===== src/rtl/sramlike_axi_bridge_if.sv =====
// AXI3 master-side bus bundle used by the SRAM-like bridge.
// Master drives requests/write data, slave drives responses.
interface sramlike_axi_bridge_if #(
  parameter int DATA_W = 32,
  parameter int ADDR_W = 32,
  parameter int ID_W   = 4
);
  localparam int STRB_W = DATA_W / 8;

  logic [ID_W-1:0]   arid;
  logic [ADDR_W-1:0] araddr;
  logic [7:0]        arlen;
  logic [2:0]        arsize;
  logic [1:0]        arburst;
  logic [1:0]        arlock;
  logic [3:0]        arcache;
  logic [2:0]        arprot;
  logic              arvalid;
  logic              arready;

  logic [ID_W-1:0]   rid;
  logic [DATA_W-1:0] rdata;
  logic [1:0]        rresp;
  logic              rlast;
  logic              rvalid;
  logic              rready;

  logic [ID_W-1:0]   awid;
  logic [ADDR_W-1:0] awaddr;
  logic [7:0]        awlen;
  logic [2:0]        awsize;
  logic [1:0]        awburst;
  logic [1:0]        awlock;
  logic [3:0]        awcache;
  logic [2:0]        awprot;
  logic              awvalid;
  logic              awready;

  logic [ID_W-1:0]   wid;
  logic [DATA_W-1:0] wdata;
  logic [STRB_W-1:0] wstrb;
  logic              wlast;
  logic              wvalid;
  logic              wready;

  logic [ID_W-1:0]   bid;
  logic [1:0]        bresp;
  logic              bvalid;
  logic              bready;

  modport master (
    output arid, araddr, arlen, arsize, arburst,
    output arlock, arcache, arprot, arvalid,
    input  arready,
    input  rid, rdata, rresp, rlast, rvalid,
    output rready,
    output awid, awaddr, awlen, awsize, awburst,
    output awlock, awcache, awprot, awvalid,
    input  awready,
    output wid, wdata, wstrb, wlast, wvalid,
    input  wready,
    input  bid, bresp, bvalid,
    output bready
  );

  modport slave (
    input  arid, araddr, arlen, arsize, arburst,
    input  arlock, arcache, arprot, arvalid,
    output arready,
    output rid, rdata, rresp, rlast, rvalid,
    input  rready,
    input  awid, awaddr, awlen, awsize, awburst,
    input  awlock, awcache, awprot, awvalid,
    output awready,
    input  wid, wdata, wstrb, wlast, wvalid,
    output wready,
    output bid, bresp, bvalid,
    input  bready
  );
endinterface


===== src/rtl/sramlike_axi_bridge.sv =====
// SRAM-like to AXI3 master bridge: one registered burst at a time,
// internal beat counter drives wlast and validates rlast.
module sramlike_axi_bridge #(
  parameter int DATA_W = 32,
  parameter int ADDR_W = 32,
  parameter int ID_W   = 4,
  parameter int RD_ID  = 0,
  parameter int WR_ID  = 1
) (
  input  logic              clk,
  input  logic              resetn,
  input  logic              req,
  input  logic              wr,
  input  logic [2:0]        size,
  input  logic [ADDR_W-1:0] addr,
  input  logic [7:0]        len,
  input  logic [1:0]        burst,
  input  logic [DATA_W-1:0] wdata_i,
  output logic [DATA_W-1:0] rdata_o,
  output logic              addr_ok,
  output logic              data_ok,
  output logic              last_ok,
  output logic              wb_ok,
  output logic              resp_err,
  output logic              busy,
  sramlike_axi_bridge_if.master axi
);
  localparam int STRB_W = DATA_W / 8;
  localparam int OFF_W  = $clog2(STRB_W);

  typedef enum logic [2:0] {
    IDLE, RD_ADDR, RD_DATA,
    WR_ADDR, WR_DATA, WR_RESP
  } state_t;

  state_t state, state_nx;

  logic [ADDR_W-1:0] a_addr;
  logic [7:0]        a_len;
  logic [2:0]        a_size;
  logic [1:0]        a_burst;
  logic [7:0]        cnt;
  logic              err;

  logic is_last, take, r_hs, w_hs, b_hs;
  logic arvalid_c, awvalid_c, rready_c;
  logic wvalid_c, bready_c;
  logic addr_ok_c, data_ok_c, last_ok_c, wb_ok_c;
  logic [STRB_W-1:0] strb;

  assign is_last = (cnt == a_len);
  assign take    = (state == IDLE) && req;
  assign r_hs    = (state == RD_DATA) && axi.rvalid;
  assign w_hs    = (state == WR_DATA) && req && axi.wready;
  assign b_hs    = (state == WR_RESP) && axi.bvalid;

  always_ff @(posedge clk or negedge resetn) begin
    if (!resetn) state <= IDLE;
    else         state <= state_nx;
  end

  always_comb begin
    state_nx = state;
    unique case (state)
      IDLE:    if (req) state_nx = wr ? WR_ADDR : RD_ADDR;
      RD_ADDR: if (axi.arready) state_nx = RD_DATA;
      RD_DATA: if (axi.rvalid && is_last) state_nx = IDLE;
      WR_ADDR: if (axi.awready) state_nx = WR_DATA;
      WR_DATA: if (w_hs && is_last) state_nx = WR_RESP;
      WR_RESP: if (axi.bvalid) state_nx = IDLE;
      default: state_nx = IDLE;
    endcase
  end

  always_comb begin
    arvalid_c = 1'b0;
    awvalid_c = 1'b0;
    rready_c  = 1'b0;
    wvalid_c  = 1'b0;
    bready_c  = 1'b0;
    addr_ok_c = 1'b0;
    data_ok_c = 1'b0;
    last_ok_c = 1'b0;
    wb_ok_c   = 1'b0;
    unique case (state)
      RD_ADDR: begin
        arvalid_c = 1'b1;
        addr_ok_c = axi.arready;
      end
      RD_DATA: begin
        rready_c  = 1'b1;
        data_ok_c = axi.rvalid;
        last_ok_c = axi.rvalid && is_last;
        wb_ok_c   = axi.rvalid && is_last;
      end
      WR_ADDR: begin
        awvalid_c = 1'b1;
        addr_ok_c = axi.awready;
      end
      WR_DATA: begin
        wvalid_c  = req;
        data_ok_c = w_hs;
        last_ok_c = w_hs && is_last;
      end
      WR_RESP: begin
        bready_c = 1'b1;
        wb_ok_c  = axi.bvalid;
      end
      default: ;
    endcase
  end

  always_ff @(posedge clk or negedge resetn) begin
    if (!resetn) begin
      a_addr  <= '0;
      a_len   <= '0;
      a_size  <= '0;
      a_burst <= '0;
      cnt     <= '0;
      err     <= 1'b0;
    end else begin
      if (take) begin
        a_addr  <= addr;
        a_len   <= len;
        a_size  <= size;
        a_burst <= burst;
        cnt     <= '0;
        err     <= 1'b0;
      end
      if (r_hs) begin
        cnt <= cnt + 8'd1;
        // rlast must coincide exactly with our own final-beat count
        if ((|axi.rresp) || (axi.rlast != is_last))
          err <= 1'b1;
      end
      if (w_hs) cnt <= cnt + 8'd1;
      if (b_hs && (|axi.bresp)) err <= 1'b1;
    end
  end

  // Single-beat writes carry a narrow lane mask; bursts use full lanes.
  always_comb begin
    strb = '1;
    if (a_len == 8'd0) begin
      for (int i = 0; i < STRB_W; i++) begin
        strb[i] = (i >= int'(a_addr[OFF_W-1:0])) &&
                  (i < int'(a_addr[OFF_W-1:0]) +
                       int'(32'd1 << a_size));
      end
    end
  end

  assign axi.arid    = ID_W'(RD_ID);
  assign axi.araddr  = a_addr;
  assign axi.arlen   = a_len;
  assign axi.arsize  = a_size;
  assign axi.arburst = a_burst;
  assign axi.arlock  = '0;
  assign axi.arcache = '0;
  assign axi.arprot  = '0;
  assign axi.arvalid = arvalid_c;
  assign axi.rready  = rready_c;

  assign axi.awid    = ID_W'(WR_ID);
  assign axi.awaddr  = a_addr;
  assign axi.awlen   = a_len;
  assign axi.awsize  = a_size;
  assign axi.awburst = a_burst;
  assign axi.awlock  = '0;
  assign axi.awcache = '0;
  assign axi.awprot  = '0;
  assign axi.awvalid = awvalid_c;

  assign axi.wid     = ID_W'(WR_ID);
  assign axi.wdata   = wdata_i;
  assign axi.wstrb   = strb;
  assign axi.wlast   = is_last;
  assign axi.wvalid  = wvalid_c;
  assign axi.bready  = bready_c;

  assign rdata_o  = axi.rdata;
  assign addr_ok  = addr_ok_c;
  assign data_ok  = data_ok_c;
  assign last_ok  = last_ok_c;
  assign wb_ok    = wb_ok_c;
  assign resp_err = err;
  assign busy     = (state != IDLE);
endmodule


===== src/flat_wrapper.sv =====
// flat-port wrapper written by rule: the top's interface ports become plain ports
module sramlike_axi_bridge_flat 
#(
  parameter int DATA_W = 32,
  parameter int ADDR_W = 32,
  parameter int ID_W   = 4,
  parameter int RD_ID  = 0,
  parameter int WR_ID  = 1
)
  (clk, resetn, req, wr, size, addr, len, burst, wdata_i, rdata_o, addr_ok, data_ok, last_ok, wb_ok, resp_err, busy, axi_arid, axi_araddr, axi_arlen, axi_arsize, axi_arburst, axi_arlock, axi_arcache, axi_arprot, axi_arvalid, axi_arready, axi_rid, axi_rdata, axi_rresp, axi_rlast, axi_rvalid, axi_rready, axi_awid, axi_awaddr, axi_awlen, axi_awsize, axi_awburst, axi_awlock, axi_awcache, axi_awprot, axi_awvalid, axi_awready, axi_wid, axi_wdata, axi_wstrb, axi_wlast, axi_wvalid, axi_wready, axi_bid, axi_bresp, axi_bvalid, axi_bready);
  sramlike_axi_bridge_if #(.DATA_W(DATA_W), .ADDR_W(ADDR_W), .ID_W(ID_W)) axi_i ();
  input  logic clk;
  input  logic resetn;
  input  logic req;
  input  logic wr;
  input  logic [2:0] size;
  input  logic [ADDR_W-1:0] addr;
  input  logic [7:0] len;
  input  logic [1:0] burst;
  input  logic [DATA_W-1:0] wdata_i;
  output logic [DATA_W-1:0] rdata_o;
  output logic addr_ok;
  output logic data_ok;
  output logic last_ok;
  output logic wb_ok;
  output logic resp_err;
  output logic busy;
  output wire logic [$bits(axi_i.arid)-1:0] axi_arid;
  output wire logic [$bits(axi_i.araddr)-1:0] axi_araddr;
  output wire logic [$bits(axi_i.arlen)-1:0] axi_arlen;
  output wire logic [$bits(axi_i.arsize)-1:0] axi_arsize;
  output wire logic [$bits(axi_i.arburst)-1:0] axi_arburst;
  output wire logic [$bits(axi_i.arlock)-1:0] axi_arlock;
  output wire logic [$bits(axi_i.arcache)-1:0] axi_arcache;
  output wire logic [$bits(axi_i.arprot)-1:0] axi_arprot;
  output wire logic [$bits(axi_i.arvalid)-1:0] axi_arvalid;
  input wire logic [$bits(axi_i.arready)-1:0] axi_arready;
  input wire logic [$bits(axi_i.rid)-1:0] axi_rid;
  input wire logic [$bits(axi_i.rdata)-1:0] axi_rdata;
  input wire logic [$bits(axi_i.rresp)-1:0] axi_rresp;
  input wire logic [$bits(axi_i.rlast)-1:0] axi_rlast;
  input wire logic [$bits(axi_i.rvalid)-1:0] axi_rvalid;
  output wire logic [$bits(axi_i.rready)-1:0] axi_rready;
  output wire logic [$bits(axi_i.awid)-1:0] axi_awid;
  output wire logic [$bits(axi_i.awaddr)-1:0] axi_awaddr;
  output wire logic [$bits(axi_i.awlen)-1:0] axi_awlen;
  output wire logic [$bits(axi_i.awsize)-1:0] axi_awsize;
  output wire logic [$bits(axi_i.awburst)-1:0] axi_awburst;
  output wire logic [$bits(axi_i.awlock)-1:0] axi_awlock;
  output wire logic [$bits(axi_i.awcache)-1:0] axi_awcache;
  output wire logic [$bits(axi_i.awprot)-1:0] axi_awprot;
  output wire logic [$bits(axi_i.awvalid)-1:0] axi_awvalid;
  input wire logic [$bits(axi_i.awready)-1:0] axi_awready;
  output wire logic [$bits(axi_i.wid)-1:0] axi_wid;
  output wire logic [$bits(axi_i.wdata)-1:0] axi_wdata;
  output wire logic [$bits(axi_i.wstrb)-1:0] axi_wstrb;
  output wire logic [$bits(axi_i.wlast)-1:0] axi_wlast;
  output wire logic [$bits(axi_i.wvalid)-1:0] axi_wvalid;
  input wire logic [$bits(axi_i.wready)-1:0] axi_wready;
  input wire logic [$bits(axi_i.bid)-1:0] axi_bid;
  input wire logic [$bits(axi_i.bresp)-1:0] axi_bresp;
  input wire logic [$bits(axi_i.bvalid)-1:0] axi_bvalid;
  output wire logic [$bits(axi_i.bready)-1:0] axi_bready;
  assign axi_arid = axi_i.arid;
  assign axi_araddr = axi_i.araddr;
  assign axi_arlen = axi_i.arlen;
  assign axi_arsize = axi_i.arsize;
  assign axi_arburst = axi_i.arburst;
  assign axi_arlock = axi_i.arlock;
  assign axi_arcache = axi_i.arcache;
  assign axi_arprot = axi_i.arprot;
  assign axi_arvalid = axi_i.arvalid;
  assign axi_i.arready = axi_arready;
  assign axi_i.rid = axi_rid;
  assign axi_i.rdata = axi_rdata;
  assign axi_i.rresp = axi_rresp;
  assign axi_i.rlast = axi_rlast;
  assign axi_i.rvalid = axi_rvalid;
  assign axi_rready = axi_i.rready;
  assign axi_awid = axi_i.awid;
  assign axi_awaddr = axi_i.awaddr;
  assign axi_awlen = axi_i.awlen;
  assign axi_awsize = axi_i.awsize;
  assign axi_awburst = axi_i.awburst;
  assign axi_awlock = axi_i.awlock;
  assign axi_awcache = axi_i.awcache;
  assign axi_awprot = axi_i.awprot;
  assign axi_awvalid = axi_i.awvalid;
  assign axi_i.awready = axi_awready;
  assign axi_wid = axi_i.wid;
  assign axi_wdata = axi_i.wdata;
  assign axi_wstrb = axi_i.wstrb;
  assign axi_wlast = axi_i.wlast;
  assign axi_wvalid = axi_i.wvalid;
  assign axi_i.wready = axi_wready;
  assign axi_i.bid = axi_bid;
  assign axi_i.bresp = axi_bresp;
  assign axi_i.bvalid = axi_bvalid;
  assign axi_bready = axi_i.bready;
  sramlike_axi_bridge #(.DATA_W(DATA_W), .ADDR_W(ADDR_W), .ID_W(ID_W), .RD_ID(RD_ID), .WR_ID(WR_ID)) u_core (.clk(clk), .resetn(resetn), .req(req), .wr(wr), .size(size), .addr(addr), .len(len), .burst(burst), .wdata_i(wdata_i), .rdata_o(rdata_o), .addr_ok(addr_ok), .data_ok(data_ok), .last_ok(last_ok), .wb_ok(wb_ok), .resp_err(resp_err), .busy(busy), .axi(axi_i));
endmodule

===== config.mk =====
export PLATFORM = sky130hd
export DESIGN_NAME = sramlike_axi_bridge_flat
export DESIGN_NICKNAME = d
export VERILOG_FILES = /design/src/rtl/sramlike_axi_bridge_if.sv /design/src/rtl/sramlike_axi_bridge.sv /design/src/flat_wrapper.sv
export SDC_FILE = /design/constraint.sdc
export NUM_CORES = 1
export LEC_CHECK = 0
export CORE_AREA = 2 2 129 131
export DETAILED_ROUTE_END_ITERATION = 7
export DIE_AREA = 0 0 131 133
export SLEW_MARGIN = 20
export SYNTH_ARGS = -nofsm -noshare
export SYNTH_HDL_FRONTEND = slang
export SYNTH_SLANG_ARGS = --single-unit

===== constraint.sdc =====
create_clock -name clk -period 2.79 [get_ports clk]
set_input_delay 0.6975 -clock clk [delete_from_list [all_inputs] [get_ports clk]]
set_output_delay 0.6975 -clock clk [all_outputs]
set_load 0.01 [all_outputs]

# After elaboration in Yosys (flattened, before gate mapping)
# Cells that the tools add are included.
[word_totals]
ff_bits = 57
output_inout_bits = 200
ram_bits = 0
elab_cells = 74
input_bits = 131
mem_bits_ro = 0
latchBits = 0
n_memories = 0
[classes]
n_reduce_logical = 19
order_cmp = 7
n_eq_ne = 13
n_div = 0
muxes = 25
bitwise = 0
add_sub_neg = 2
n_shift = 1
mul = 0
[ops]
columns = ["cell", "count"]
rows = [
  ["< comparator 3 x 32 -> 1 bit (first input constant)", 2],
  ["adder 3 x 32 -> 32 bit", 1],
  ["< comparator 1 x 32 -> 1 bit (first input constant)", 1],
  ["< comparator 2 x 32 -> 1 bit (first input constant)", 1],
  ["<< shifter 1 x 3 -> 32 bit (first input constant)", 1],
  ["two-way mux 8 bit", 3],
  ["two-way mux 3 bit", 6],
  ["case mux 3 bit (6 select lines)", 1],
  ["!= test 2 bit (second input constant)", 6],
  ["logical AND 1 bit", 11],
  ["two-way mux 1 bit", 9],
  ["adder 8 x 1 -> 8 bit (second input constant)", 1],
  ["== test 8 bit", 1],
  ["zero test 8 bit", 1],
  ["case mux 1 bit (2 select lines)", 4],
  ["== test 3 x 2 -> 1 bit (second input constant)", 2],
  ["== test 3 bit (second input constant)", 2],
  ["AND reduction 6 bit", 1],
  ["nonzero test 3 bit", 2],
  ["greater-or-equal comparator 1 x 2 -> 1 bit (first input constant)", 2],
  ["two-way mux 4 bit", 1],
  ["OR reduction 2 bit", 2],
  ["== test 3 x 1 -> 1 bit (second input constant)", 1],
  ["zero test 3 bit", 1],
  ["4 further kinds", 4],
]

# Longest topological paths before layout
[depth]
word_depth = 6
depth_mapped = 8
mapped_depth_nobuf = 8

# Worst setup path after synthesis
# No wires, ideal clock.
[synth_path]
path_kind = "register -> output"
from = "reg u_core.a_size[0], in the netlist u_core.axi.arsize[0]"
to = "out axi_wstrb[2]"
stages_incl_launch_ff = 9
t_required_ns = 2.092
arrival_ns = 1.920
n_path_buf = 0
path_slack_ns = 0.173
path_cell_list = "dfrtp_1 -> nor3_1 -> ha_1 -> inv_1 -> fa_1 -> nor4b_1 -> a21oi_1 -> o31ai_1 -> nand2_1"
[synth_between]
elab_chain_len = 5
[synth_lines]
columns = ["item", "line", "rtl"]
rows = [
  ["start, declared", "sramlike_axi_bridge.sv:40", "logic [2:0] a_size;"],
  ["start signal, assigned", "sramlike_axi_bridge.sv:125", "a_size <= size;"],
  ["<< shifter 1 x 3 -> 32 bit", "sramlike_axi_bridge.sv:148", "int'(32'd1 << a_size));"],
  ["adder 3 x 32 -> 32 bit", "sramlike_axi_bridge.sv:147", "(i < int'(a_addr[OFF_W-1:0]) +"],
  ["< comparator 3 x 32 -> 1 bit", "sramlike_axi_bridge.sv:147", ""],
  ["logical AND 1 bit", "sramlike_axi_bridge.sv:146", "strb[i] = (i >= int'(a_addr[OFF_W-1:0])) &&"],
  ["two-way mux 4 bit", "sramlike_axi_bridge.sv:144", "if (a_len == 8'd0) begin"],
  ["end, declared", "flat_wrapper.sv:56", "output wire logic [$bits(axi_i.wstrb)-1:0] axi_wstrb;"],
]
# No other way between the ends.

# Worst setup path after layout
[layout_path]
from = "reg u_core.a_size[2], in the netlist u_core.axi.arsize[2]"
to = "out axi_wstrb[2]"
# The elaborated chain is that of the path after synthesis.

==> results <==
path summary, 6_finish.rpt:
kind | start | end | slack (ns) | depth (start not counted)
max | u_core.axi.arsize[2]$_DFFE_PN0P_ | axi_wstrb[2] | -0.30 | 9
min | resetn | u_core.resp_err$_DFF_PN0_ | 0.38 | 1
max reg2reg | u_core.state[1]$_DFFE_PN0P_ | u_core.cnt[5]$_DFFE_PN0P_ | 0.89 | 6
min reg2reg | u_core.cnt[7]$_DFFE_PN0P_ | u_core.cnt[7]$_DFFE_PN0P_ | 0.50 | 1
max in group asynchronous | resetn | u_core.axi.arlen[2]$_DFFE_PN0P_ | 1.78 | 2
min in group clk | u_core.cnt[7]$_DFFE_PN0P_ | u_core.cnt[7]$_DFFE_PN0P_ | 0.50 | 1
critical path, delay by kind of cell, from the launching register on:
family / cells / cell delay [ns]
DFF: 1 / 0.39
and+or+nand+nor: 3 / 0.56
AOI/OAI and AO/OA: 2 / 0.32
buffers and inverters: 2 / 0.18
adders and majority gates: 2 / 0.61
layout by cell type (no fill, tap or decap), types with 3 or more instances in the layout:
cell	count
clkdlybuf4s50_1	155
o21ai_0	5
mux2_2	4
clkbuf_16	9
nor2_1	8
dlygate4sd2_1	3
nand2_1	149
nor3_1	6
buf_2	4
mux2i_1	5
a22o_1	3
dfrtp_2	5
buf_4	35
conb_1	30
dfrtp_1	52
xnor2_1	7
and3_1	4
nand4_1	4
inv_1	7
nor2b_1	6
clkinv_2	4
synthesized netlist by cell type, types with 3 or more instances:
library cell,count,area [um2]
a22o_1,3,26.28
inv_1,8,30.03
o21ai_0,7,35.03
buf_6,3,33.78
buf_4,143,1074
nand4_1,4,25.02
mux2i_1,5,50.05
clkbuf_1,4,15.01
dfrtp_1,57,1426
xnor2_1,8,70.07
buf_2,4,20.02
nor3_1,7,35.03
nor2_1,10,37.54
mux2_2,4,45.04
nand2_1,149,559.3
ha_1,3,37.54
and3_1,4,25.02
nor2b_1,6,37.54
cell families (layout without fill, tap and decap cells):
group	Yosys count	in the layout
simple gates	195	195
buf+inv	163	224
flops	57	57
compound gates	24	24
mux	9	9
xor+xnor	8	8
fa+ha+maj	4	4
other cells	2	30
sequential cells by signal, summed over array words and instances, names as in the netlist:
register and flops:
u_core.axi.araddr 32, u_core.axi.arlen 8, u_core.cnt 8, u_core.axi.arsize 3, u_core.state 3, u_core.axi.arburst 2, u_core.resp_err 1
through the flow:
stage / setup WS [ns] / TNS [ns] / cells / utilization, %
6_report: -0.2965 / -0.7311 / 771 / 33.17
4_1_cts: -0.3697 / -0.8982 / 765 / 32.74
5_1_grt: -0.4225 / -1.051 / 771 / 33.17
3_5_place_dp: -0.4618 / -1.505 / 747 / 30.69
3_3_place_gp: -0.2936 / -0.9966 / 747 / 30.69
2_1_floorplan: 0.1729 / 0 / 490 / -
timing repair:
| item | in CTS | in global routing |
|---|---|---|
| gates resized for setup | 30 | 8 |
| endpoints found under the setup margin | 8 | 7 |
| pin swaps | 12 | 7 |
| setup buffers | 2 | 6 |
area by class of cell:
cell class              count  area (um2)  share of cell area, %
clock buffers              10       239.0                  4.455
inverters                   8       30.03                 0.5598
clock inverters             6       57.56                  1.073
flip-flops and latches     57        1433                  26.71
multi-input cells         270        1426                  26.59
repair buffers            200        1903                  35.48
well taps                 220       275.3                  5.132
power breakdown:
part	total, mW	leakage [nW]	switching (mW)	internal (mW)
Clock	1.11	0.148	0.405	0.708
Sequential	1.54	0.717	0.349	1.19
Combinational	3.38	1.60	1.53	1.86
routing by layer:
| layer | vias to the layer above | share of wire [%] |
|---|---|---|
| met5 | - | 0 |
| met1 | 1476 | 40 |
| li1 | 1469 | - |
| met2 | 135 | 50 |
| met4 | 0 | 3.7 |
| met3 | 41 | 7.2 |
==> impl_metrics.ini <==
[synth]
synth_compound_gate_area_share_pct = 4.888
synth_edf_count = 0
synth.area.mux_share_pct = 2.460
synthXorXnorAreaFrac_pct = 1.813
synth_cell_types = 45
synth_warnings = 0
synthAdderAreaFrac_pct = 1.489
async_flop_share_pct = 100.0
netlist_area_mm2 = 0.003865
synth-simple-area-share_pct = 21.82
yosysSeqAreaShare_pct = 36.91
ys.flop_type = dfrtp_1
ys_ff_latch = 57
synth_cells = 462
avgSynthCellArea_um2 = 8.366
synth_top_family_by_area = buffers and inverters

[drt]
post_drt_wl_per_cell_um = 14.50
drt-total-wl_um = 11180
ant_nets = 0
vias_per_cell = 4.048
dr_total_vias = 3121
first_pass_iters = 4
post-route-drc-count = 0
drt_iter0_drc = 78

[worst_setup_path]
critical_path_class = reg2out
path_cells = nor3_2 > ha_2 > inv_2 > fa_2 > nor4b_4 > a21oi_2 > o31ai_2 > nand2_1 > buf_2
max_stage_delay_ns = 0.39
worst_setup_path_start_kind = flip-flop
end_kind = primary output
slowest_stage = dfrtp_1
crit_arrival_ns = 2.39
cp_max_fo = 3
crit_required_ns = 2.09

[timing]
setup_viol = 3
fin_crit_ns = 3.087
finalCritPeriodShare_pct = 110.6
hold_viol = 0
relSlewSlack_pct = 57.62
worstMarginPinSlew_ns = 0.6358
maxSlewViolCount = 0
hold_slack_ns = 0.3800
fmax_mhz = 324.0
fin_skew_ns = 0.003989
worst_slack_ns = -0.2965
grt_setup_unrepaired = true

[floorplanning]
placement_rows = 47
io-pin-count = 331
die_area_mm2 = 0.01742
die_w_um = 131
die_h_um = 133
start_util_pct = 23.90
core_area_mm2 = 0.01617

[global_routing]
grt_max_degree = 35
gr-usage-met3_pct = 3.963
grtUsageTotal_pct = 12.70
grt_overflow = 0
met1_usage_pct = 14.81
grt_busiest_layer = met2
grt_pass1_wl_um = 16880
antenna_found_initial = 0
grt_pass1_vias = 3109
met2_usage_pct = 20.44

[clocking]
root_buffer = clkbuf_16
worstSkewPairLatency_ns = 0.33
clock-sinks = 57
cts_tree = done
clock_path_buffers = 2
clk_pin_slew_ns = 0.05
cts_max_level = 3
cts_buffers = 9
hold_buffers = 0

[flow_run]
drv_cap = 0

[hold_path]
min_path_type = in2async

[power_and_ir_drop]
total_power_mw = 6.034
power.leakage_nw = 2.464
p_per_area_mw_per_mm2 = 1125
ir_drop_mv = 0.3795

[placed_design]
gp_congestion = 0.8053
io_buffers = 164
hpwl_um = 8513
placed_area_mm2 = 0.004964

[layout]
area_growth_pct = 38.78
final_cell_area_mm2 = 0.005364
drive_gt1_share_pct = 14.88
fin_nets = 681
fillCellCount = 1668
antenna_cells = 0

[status]
violations = setup timing
status = finished with violations
Power figures use the tool's default switching activity.
